**config.mk**
```make
export PLATFORM = sky130hd
export DESIGN_NAME = ex_muldiv_unit_flat
export DESIGN_NICKNAME = d
export VERILOG_FILES = /design/src/rtl/ex_muldiv_unit_pkg.sv /design/src/rtl/ex_muldiv_unit_if.sv /design/src/rtl/muldiv_div_core.sv /design/src/rtl/ex_muldiv_unit.sv /design/src/flat_wrapper.sv
export SDC_FILE = /design/constraint.sdc
export NUM_CORES = 2
export LEC_CHECK = 0
export BUFFER_PORTS_ARGS = -buffer_cell sky130_fd_sc_hd__buf_2
export CAP_MARGIN = 20
export CORE_MARGIN = 5
export CORE_UTILIZATION = 30
export DETAILED_ROUTE_END_ITERATION = 16
export PLACE_DENSITY = 0.45
export REMOVE_ABC_BUFFERS = 1
export SKIP_LAST_GASP = 1
export SYNTH_ARGS = -nofsm -noshare
export SYNTH_HDL_FRONTEND = slang
export SYNTH_SLANG_ARGS = --single-unit
```
**constraint.sdc**
```tcl
create_clock -name clk -period 21 [get_ports clk]
set_input_delay 0 -clock clk [delete_from_list [all_inputs] [get_ports clk]]
set_output_delay 0 -clock clk [all_outputs]
set_load 0.05 [all_outputs]
```
**src/rtl/ex_muldiv_unit_pkg.sv**
```systemverilog
// Shared RV32 decode constants and the mul/div FSM state type.
package rv_pkg;

  localparam logic [6:0] OPC_OP    = 7'b0110011;
  localparam logic [6:0] F7_MULDIV = 7'b0000001;

  localparam logic [2:0] F3_MUL    = 3'b000;
  localparam logic [2:0] F3_MULH   = 3'b001;
  localparam logic [2:0] F3_MULHSU = 3'b010;
  localparam logic [2:0] F3_MULHU  = 3'b011;
  localparam logic [2:0] F3_DIV    = 3'b100;
  localparam logic [2:0] F3_DIVU   = 3'b101;
  localparam logic [2:0] F3_REM    = 3'b110;
  localparam logic [2:0] F3_REMU   = 3'b111;

  typedef enum logic [1:0] {
    IDLE = 2'd0,
    MUL  = 2'd1,
    DIV  = 2'd2,
    DONE = 2'd3
  } muldiv_state_t;

endpackage

```
**src/rtl/ex_muldiv_unit_if.sv**
```systemverilog
// ID/EX -> mul/div unit -> EX/MEM signal bundle.
// master: the pipeline side driving instruction fields; slave: the unit.
interface ex_muldiv_unit_if;

  logic        valid_in;
  logic [6:0]  opcode_in;
  logic [2:0]  func3_in;
  logic [6:0]  func7_in;
  logic [31:0] rs1_in;
  logic [31:0] rs2_in;
  logic [4:0]  rd_in;
  logic        kill_in;
  logic        stall_out;
  logic        result_valid_out;
  logic [31:0] result_out;
  logic [4:0]  rd_out;

  modport master (
    output valid_in, opcode_in, func3_in, func7_in, rs1_in, rs2_in, rd_in, kill_in,
    input  stall_out, result_valid_out, result_out, rd_out
  );

  modport slave (
    input  valid_in, opcode_in, func3_in, func7_in, rs1_in, rs2_in, rd_in, kill_in,
    output stall_out, result_valid_out, result_out, rd_out
  );

endinterface

```
**src/rtl/muldiv_div_core.sv**
```systemverilog
// Iterative unsigned restoring divider, one quotient bit per cycle.
// done is raised during the final step; quotient/remainder then show the
// post-step values so the caller can register the final result that edge.
module muldiv_div_core #(
  parameter int WIDTH = 32,
  parameter int STEPS = 32
) (
  input  logic             clk,
  input  logic             rst_n,
  input  logic             start,
  input  logic [WIDTH-1:0] dividend,
  input  logic [WIDTH-1:0] divisor,
  output logic             busy,
  output logic             done,
  output logic [WIDTH-1:0] quotient,
  output logic [WIDTH-1:0] remainder
);

  localparam int CW = $clog2(STEPS + 1);

  logic [WIDTH-1:0] rem_reg, quo_reg, dvs_reg;
  logic [CW-1:0]    cnt_reg;
  logic             busy_reg;

  logic [WIDTH:0]   rem_shift;
  logic             take;
  logic [WIDTH-1:0] rem_next, quo_next;

  // Shift remainder:quotient left, trial-subtract; remainder stays below the
  // divisor so the low WIDTH bits of the difference are exact when taken.
  assign rem_shift = {rem_reg, quo_reg[WIDTH-1]};
  assign take      = rem_shift >= {1'b0, dvs_reg};
  assign rem_next  = take ? (rem_shift[WIDTH-1:0] - dvs_reg) : rem_shift[WIDTH-1:0];
  assign quo_next  = {quo_reg[WIDTH-2:0], take};

  assign busy      = busy_reg;
  assign done      = busy_reg && (cnt_reg == CW'(STEPS - 1));
  assign quotient  = quo_next;
  assign remainder = rem_next;

  // Load on start (restarts any abandoned run), otherwise step while busy.
  always_ff @(posedge clk) begin
    if (!rst_n) begin
      rem_reg  <= '0;
      quo_reg  <= '0;
      dvs_reg  <= '0;
      cnt_reg  <= '0;
      busy_reg <= 1'b0;
    end else if (start) begin
      rem_reg  <= '0;
      quo_reg  <= dividend;
      dvs_reg  <= divisor;
      cnt_reg  <= '0;
      busy_reg <= 1'b1;
    end else if (busy_reg) begin
      rem_reg <= rem_next;
      quo_reg <= quo_next;
      cnt_reg <= cnt_reg + 1'b1;
      if (done) busy_reg <= 1'b0;
    end
  end

endmodule

```
**src/rtl/ex_muldiv_unit.sv**
```systemverilog
// Execute-stage RV32M multiply/divide unit.
// Define MULDIV_DIV_EN to include DIV/DIVU/REM/REMU; otherwise only the
// MUL* group is claimed and the divider is not built.
module ex_muldiv_unit
  import rv_pkg::*;
#(
  parameter int XLEN      = 32,
  parameter int DIV_STEPS = 32
) (
  input logic            clk,
  input logic            rst_n,
  ex_muldiv_unit_if.slave bus
);

  localparam logic [1:0] ST_IDLE = IDLE;
  localparam logic [1:0] ST_MUL  = MUL;
  localparam logic [1:0] ST_DIV  = DIV;
  localparam logic [1:0] ST_DONE = DONE;

  if (XLEN != 32 || DIV_STEPS != XLEN) begin : g_cfg_check
    $error("ex_muldiv_unit supports only XLEN=32 with DIV_STEPS=XLEN");
  end

  logic [1:0]      state_reg;
  logic [XLEN-1:0] rs1_reg, rs2_reg, result_reg;
  logic [1:0]      func3_reg;
  logic [4:0]      rd_reg, rd_out_reg;

  logic            is_m, claim;
  logic            a_signed, b_signed;
  logic [2*XLEN-1:0] mul_a, mul_b, product;
  logic [XLEN-1:0] mul_result;

`ifdef MULDIV_DIV_EN
  assign is_m = bus.valid_in && bus.opcode_in == OPC_OP && bus.func7_in == F7_MULDIV;
`else
  assign is_m = bus.valid_in && bus.opcode_in == OPC_OP && bus.func7_in == F7_MULDIV
                && !bus.func3_in[2];
`endif

  assign claim = (state_reg == ST_IDLE) && is_m && !bus.kill_in;

  assign bus.stall_out        = claim || state_reg == ST_MUL || state_reg == ST_DIV;
  assign bus.result_valid_out = (state_reg == ST_DONE) && !bus.kill_in;
  assign bus.result_out       = result_reg;
  assign bus.rd_out           = rd_out_reg;

  // MULHU treats A unsigned; MULHSU and MULHU treat B unsigned.
  assign a_signed   = func3_reg != 2'b11;
  assign b_signed   = !func3_reg[1];
  assign mul_a      = {{XLEN{a_signed & rs1_reg[XLEN-1]}}, rs1_reg};
  assign mul_b      = {{XLEN{b_signed & rs2_reg[XLEN-1]}}, rs2_reg};
  assign product    = mul_a * mul_b;
  assign mul_result = (func3_reg == 2'b00) ? product[XLEN-1:0] : product[2*XLEN-1:XLEN];

`ifdef MULDIV_DIV_EN
  logic            div_signed, div_zero, div_ovf, div_special, div_start, div_done;
  logic [XLEN-1:0] dvd_mag, dvs_mag, div_quo, div_rem;
  logic [XLEN-1:0] special_result, quo_fix, rem_fix, div_result;
  logic            neg_q_reg, neg_r_reg;

  assign div_signed  = !bus.func3_in[0];
  assign div_zero    = bus.rs2_in == '0;
  assign div_ovf     = div_signed && bus.rs1_in == {1'b1, {(XLEN-1){1'b0}}} && bus.rs2_in == '1;
  assign div_special = div_zero || div_ovf;
  assign div_start   = claim && bus.func3_in[2] && !div_special;
  assign dvd_mag     = (div_signed && bus.rs1_in[XLEN-1]) ? -bus.rs1_in : bus.rs1_in;
  assign dvs_mag     = (div_signed && bus.rs2_in[XLEN-1]) ? -bus.rs2_in : bus.rs2_in;

  // Divide by zero: q=all ones, r=dividend. Overflow: q=dividend (MIN), r=0.
  assign special_result = div_zero ? (bus.func3_in[1] ? bus.rs1_in : '1)
                                   : (bus.func3_in[1] ? '0 : bus.rs1_in);

  assign quo_fix    = neg_q_reg ? -div_quo : div_quo;
  assign rem_fix    = neg_r_reg ? -div_rem : div_rem;
  assign div_result = func3_reg[1] ? rem_fix : quo_fix;

  muldiv_div_core #(
    .WIDTH (XLEN),
    .STEPS (DIV_STEPS)
  ) u_div_core (
    .clk       (clk),
    .rst_n     (rst_n),
    .start     (div_start),
    .dividend  (dvd_mag),
    .divisor   (dvs_mag),
    .busy      (),
    .done      (div_done),
    .quotient  (div_quo),
    .remainder (div_rem)
  );

  // Result sign corrections captured at claim time for the divider path.
  always_ff @(posedge clk) begin
    if (!rst_n) begin
      neg_q_reg <= 1'b0;
      neg_r_reg <= 1'b0;
    end else if (claim) begin
      neg_q_reg <= div_signed && (bus.rs1_in[XLEN-1] ^ bus.rs2_in[XLEN-1]);
      neg_r_reg <= div_signed && bus.rs1_in[XLEN-1];
    end
  end
`endif

  // Control FSM: capture on claim, compute, present one result in DONE.
  always_ff @(posedge clk) begin
    if (!rst_n) begin
      state_reg  <= ST_IDLE;
      rs1_reg    <= '0;
      rs2_reg    <= '0;
      func3_reg  <= '0;
      rd_reg     <= '0;
      result_reg <= '0;
      rd_out_reg <= '0;
    end else begin
      case (state_reg)
        ST_IDLE: begin
          if (claim) begin
            rs1_reg   <= bus.rs1_in;
            rs2_reg   <= bus.rs2_in;
            func3_reg <= bus.func3_in[1:0];
            rd_reg    <= bus.rd_in;
            if (!bus.func3_in[2]) begin
              state_reg <= ST_MUL;
`ifdef MULDIV_DIV_EN
            end else if (div_special) begin
              result_reg <= special_result;
              rd_out_reg <= bus.rd_in;
              state_reg  <= ST_DONE;
            end else begin
              state_reg <= ST_DIV;
`endif
            end
          end
        end
        ST_MUL: begin
          if (bus.kill_in) begin
            state_reg <= ST_IDLE;
          end else begin
            result_reg <= mul_result;
            rd_out_reg <= rd_reg;
            state_reg  <= ST_DONE;
          end
        end
        ST_DIV: begin
`ifdef MULDIV_DIV_EN
          if (bus.kill_in) begin
            state_reg <= ST_IDLE;
          end else if (div_done) begin
            result_reg <= div_result;
            rd_out_reg <= rd_reg;
            state_reg  <= ST_DONE;
          end
`else
          state_reg <= ST_IDLE;
`endif
        end
        default: state_reg <= ST_IDLE;
      endcase
    end
  end

endmodule
```
**src/flat_wrapper.sv**
```systemverilog
// flat-port wrapper written by rule: the top's interface ports become plain ports
module ex_muldiv_unit_flat import rv_pkg::*;
#(
  parameter int XLEN      = 32,
  parameter int DIV_STEPS = 32
)
  (clk, rst_n, bus_valid_in, bus_opcode_in, bus_func3_in, bus_func7_in, bus_rs1_in, bus_rs2_in, bus_rd_in, bus_kill_in, bus_stall_out, bus_result_valid_out, bus_result_out, bus_rd_out);
  ex_muldiv_unit_if bus_i ();
  input logic clk;
  input logic rst_n;
  input wire logic [$bits(bus_i.valid_in)-1:0] bus_valid_in;
  input wire logic [$bits(bus_i.opcode_in)-1:0] bus_opcode_in;
  input wire logic [$bits(bus_i.func3_in)-1:0] bus_func3_in;
  input wire logic [$bits(bus_i.func7_in)-1:0] bus_func7_in;
  input wire logic [$bits(bus_i.rs1_in)-1:0] bus_rs1_in;
  input wire logic [$bits(bus_i.rs2_in)-1:0] bus_rs2_in;
  input wire logic [$bits(bus_i.rd_in)-1:0] bus_rd_in;
  input wire logic [$bits(bus_i.kill_in)-1:0] bus_kill_in;
  output wire logic [$bits(bus_i.stall_out)-1:0] bus_stall_out;
  output wire logic [$bits(bus_i.result_valid_out)-1:0] bus_result_valid_out;
  output wire logic [$bits(bus_i.result_out)-1:0] bus_result_out;
  output wire logic [$bits(bus_i.rd_out)-1:0] bus_rd_out;
  assign bus_i.valid_in = bus_valid_in;
  assign bus_i.opcode_in = bus_opcode_in;
  assign bus_i.func3_in = bus_func3_in;
  assign bus_i.func7_in = bus_func7_in;
  assign bus_i.rs1_in = bus_rs1_in;
  assign bus_i.rs2_in = bus_rs2_in;
  assign bus_i.rd_in = bus_rd_in;
  assign bus_i.kill_in = bus_kill_in;
  assign bus_stall_out = bus_i.stall_out;
  assign bus_result_valid_out = bus_i.result_valid_out;
  assign bus_result_out = bus_i.result_out;
  assign bus_rd_out = bus_i.rd_out;
  ex_muldiv_unit #(.XLEN(XLEN), .DIV_STEPS(DIV_STEPS)) u_core (.clk(clk), .rst_n(rst_n), .bus(bus_i));
endmodule
```
Yosys cells after proc, flatten, opt, wreduce, memory -nomap -nowiden
Cells that the tools add are included.

Shift-type cells: 0. $lt $le $gt $ge: 0. Reduce and logical (&&, ||, !) cells: 16. Bitwise gates (word level): 3. Divide/modulo/power cells: 0. $add $sub $neg: 0. Equal/unequal tests: 8. Multiply operators: 1. Mux-type cells: 5.

Operator list (number): multiplier 33 x 33 -> 64 bit (1); 2-to-1 mux 32 bit (1); == test 7 x 1 -> 1 bit (second input constant) (1); == test 7 x 6 -> 1 bit (second input constant) (1); logical AND 1 bit (6); 2-to-1 mux 2 bit (3); AND reduction 2 bit (3); == test 2 bit (second input constant) (2); zero test 2 bit (2); inequality test 2 bit (second input constant) (2); one-hot mux 2 bit (2 select lines) (1); zero test 1 bit (3); AND 1 bit (2); == test 2 x 1 -> 1 bit (second input constant) (1); logical OR 1 bit (2); inequality test 2 x 1 -> 1 bit (second input constant) (1); NOT 1 bit (1).

Memory bits (read-only): 0. Latch bits: 0. Bits in writable memories: 0. Logic and storage cells: 40. Output and inout bits: 39. Memories: 0. Register bits after elaboration: 110. Input bits: 90.

Logic depth before layout (Yosys ltp)
Depth in word-level cells: 8. Depth in mapped cells: 31.

Worst setup path before layout
Ideal clock, no wire load.

Kind: reg-to-reg. Start point: register u_core.rs1_reg[31]. End point: register u_core.result_reg[28], in the netlist u_core.bus.result_out[28]. Data arrival time: 8687 ps. Buffers on the path: 4. Slack: 12243 ps. Stages on the path, launching flop included: 31. Path through: dfxtp_1 -> clkbuf_1 -> a21boi_0 -> clkbuf_1 -> clkbuf_1 -> nand2_1 -> fa_1 -> fa_1 -> inv_1 -> fa_1 -> inv_1 -> fa_1 -> inv_1 -> fa_1 -> fa_1 -> fa_1 -> inv_1 -> fa_1 -> inv_1 -> ha_1 -> clkbuf_1 -> nand4_1 -> nor2_1 -> a221o_1 -> a21oi_1 -> o22ai_2 -> o41ai_4 -> a21oi_2 -> a31oi_1 -> mux2_1 -> a21oi_1.

Longest elaborated chain between the ends: 3.

Ends and longest elaborated chain: start: declaration (RTL line ex_muldiv_unit.sv:25) `logic [XLEN-1:0] rs1_reg, rs2_reg, result_reg;`; start signal: assignment (RTL line ex_muldiv_unit.sv:119) `rs1_reg <= bus.rs1_in;`; AND 1 bit (RTL line ex_muldiv_unit.sv:51) `assign mul_a = {{XLEN{a_signed & rs1_reg[XLEN-1]}}, rs1_reg};`; multiplier 33 x 33 -> 64 bit (*) (RTL line ex_muldiv_unit.sv:53) `assign product = mul_a * mul_b;`; 2-to-1 mux 32 bit (*) (RTL line ex_muldiv_unit.sv:54) `assign mul_result = (func3_reg == 2'b00) ? product[XLEN-1:0] : product[2*XLEN-1:XLEN];`; end signal: assignment (RTL line ex_muldiv_unit.sv:140) `result_reg <= mul_result;`; end: declaration (RTL line ex_muldiv_unit.sv:25).

Mark *: on every way between the ends. The rest lies on a longest branch, timed or not. A chain may end at the register's enable or synchronous reset.

Worst setup path in the final report
Ends and elaborated chain as after synthesis.

==> out/qor.txt <==
final setup vio count: 0
FF-to-FF End: u_core.bus.result_out[28]$_SDFFE_PN0P_
Setup Skew: 17.86 ps
CP required: 21390 ps
CTS hold repair buffers: 71
Slew headroom: 19.25%
initial antenna violation count: 4
Die ar.: 148100 µm²
Tot GR Track Use: 17.94%
Resized cells post-CTS: 0
post-CTS setup repair buffer count: 0
period utilisation layout: 45.50%
unrepaired setup endpoints after global routing: no
Critical Path End Type: flip-flop
clock tree buffer depth: 2
Crit path top cell by count: fa_1
Worst EP arrival: 9940 ps
share of cells above drive strength 1: 5.567%
r2r startpoint: u_core.rs1_reg[31]$_SDFFE_PN0P_
Post-Syn Area: 42160 µm²
Post-synth ARST share: 0%
number of synthesized register bits: 110
Post-route DRC: 0
die span in x: 384.9 µm
setup_tns: 0 ps
routability cong.: 0.8825
Core ar.: 139500 µm²
final net count: 6110
FMAX: 104.7 MHz
Hold Startpoint: rst_n
most area-consuming cells after synthesis: fa_1 (53%), inv_1 (9.7%), nand2_1 (8.1%)
Area Overhead vs Synth: 8.337%
via count: 29.96k
Syn Area/Cell: 9.017 µm²
Avg Vias per Cell: 4.563
Synth top area share: 53.42%
Worst setup SP type: flip-flop
# rows: 137
post-synthesis cell type count: 79
critical path's largest stage delay: 780 ps
Die Y: 384.9 µm
HP Class: in -> reg
Slowest cell on crit path: fa_1
Min Hold Slack: 73.69 ps
Seq/Total Area, Yosys: 5.224%
Least-Margin Pin Slew: 1211 ps
Avg WL per Cell: 19.41 µm
first-pass GRT wire length: 203.2 mm
H-Tree Depth: 3
Final Hold Fails: 0
Ports: 129
ANT nets after route: 0
CTS tree: yes
post-DP HPWL: 101.8 mm
status: completed
Hold Path Depth: 2
total CTS buffers: 9
IR drop worst, VDD: 0.03657 mV
synth cell count leaders: fa_1 (1125), inv_1 (1091), nand2_1 (915), and2_1 (364), clkbuf_1 (260)
Pleak: 0.02225 µW
Buffers on Ports: 128
R2R setup slack: 11440 ps
Mapped Cells: 4675
Post-Route WL: 127.4 mm
YS warnings: 0
global route overflow: 0
Reg2Reg Depth: 28
vias in the first global route: 33.82k
clk slew on worst S/H paths: 110 ps
worst hold endpoint: u_core.rd_reg[2]$_SDFFE_PN0P_
crit path max fanout: 34
cell taking the most area after synthesis: fa_1
max-cap viol count: 0
Iter 0 DRT Violations: 1442
Slew Viols, Final: 0
pwr dens: 9.624 nW/µm²
clk sinks: 110
Most used DFF post-synth: dfxtp_1
most common cell in the netlist: fa_1
Initial DRT Pass Iterations: 5
EDFF count, synth: 0
path type of the worst setup path: reg -> reg
Starting Density: 30.21%
largest net degree at the start of global routing: 74
CTS Root Cell: clkbuf_16
Clk Latency, worst-skew pair: 460 ps
Final min period: 9555 ps
[layer usage]
layer | vias to the layer above | routed length (µm) | part of all wire [%] | global-route usage, %
met3 | 70 | 4263 | 3.3 | 1.612
li1 | 13480 | - | - | -
met1 | 15960 | 56300 | 44 | 23.94
met4 | 0 | 1493 | 1.2 | 2.781
met5 | - | 0 | 0 | 0
met2 | 450 | 65370 | 51 | 32.27
[logic make-up after synthesis]
| logic type | count (synthesis) | synth area share [%] |
|---|---|---|
| compound gates | 350 | 5.752 |
| xor+xnor | 72 | 1.496 |
| fa+ha+maj | 1337 | 59.72 |
| buf+inv | 1361 | 12.17 |
| flops | 110 | 5.224 |
| mux | 4 | 0.09794 |
| simple gates | 1441 | 15.54 |
[stage by stage]
stage	total power, µW	worst slack (ps)	instance area [µm²]	utilization, %	cells
floorplan	215.8	10880	41120	-	4405
global placement	228.0	11470	44640	32.00	6477
detailed placement	228.1	11400	44640	32.00	6477
CTS	451.2	11370	45670	32.73	6564
global route	455.7	10820	45670	32.73	6564
finish	439.5	11440	45670	32.73	6565
[placed cells by master (no fill, tap or decap), types with 12 or more instances in the layout]
cell type,netlist,layout
a21boi_0,81,80
buf_4,1,69
ha_1,212,212
inv_1,1091,1091
or2_2,12,12
a21o_1,25,25
o211ai_1,12,12
and2_1,364,363
dlygate4sd3_1,0,71
nor2_1,77,76
nand3_1,14,14
a21oi_1,81,81
xor2_1,19,19
nand4_1,12,12
xnor2_1,53,53
dfxtp_1,110,104
fa_1,1125,1125
o21ai_0,58,58
buf_2,3,127
a31oi_1,12,12
nand2_1,915,915
[critical path, delay by kind of cell (launching register included)]
kind | cells | cell delay [ps]
buf+inv | 7 | 1620
mux | 1 | 340
compound gates | 8 | 1800
simple gates | 3 | 450
fa+ha+maj | 9 | 4920
flops | 1 | 310
[area by class of cell]
class / count / area, µm²
antenna: 1 / 2.502
clock buffer: 9 / 225.2
clock inverter: 7 / 88.84
fill: 14800 / 93860
inverter: 1091 / 4095
multi-input combinational: 3204 / 34840
sequential: 110 / 2210
tap: 1876 / 2347
timing repair buffer: 267 / 1864
[power breakdown]
| part | leakage [µW] | internal [µW] | switching [µW] |
|---|---|---|---|
| Combinational | 0.0212 | 16.9 | 8.11 |
| Sequential | 0.000889 | 208 | 0.00225 |
| Clock | 0.000152 | 86.1 | 120 |
| Total | 0.0223 | 311 | 128 |
[how the worst max path moves through the flow]
stage / slack (ps) / from / cells past startpoint / end
6_report: 11440 / u_core.rs1_reg[31]$_SDFFE_PN0P_ / 28 / u_core.bus.result_out[28]$_SDFFE_PN0P_
5_1_grt: 10820 / u_core.rs1_reg[31]$_SDFFE_PN0P_ / 28 / u_core.bus.result_out[28]$_SDFFE_PN0P_
4_1_cts: 11370 / u_core.rs1_reg[31]$_SDFFE_PN0P_ / 28 / u_core.bus.result_out[28]$_SDFFE_PN0P_
3_5_place_dp: 11400 / u_core.rs1_reg[31]$_SDFFE_PN0P_ / 28 / u_core.bus.result_out[28]$_SDFFE_PN0P_
3_3_place_gp: 11470 / u_core.rs1_reg[31]$_SDFFE_PN0P_ / 30 / u_core.bus.result_out[28]$_SDFFE_PN0P_
2_1_floorplan: 10880 / u_core.rs1_reg[31]$_SDFFE_PN0P_ / 26 / u_core.bus.result_out[28]$_SDFFE_PN0P_
Note: power is estimated with default switching activity, not from simulation.
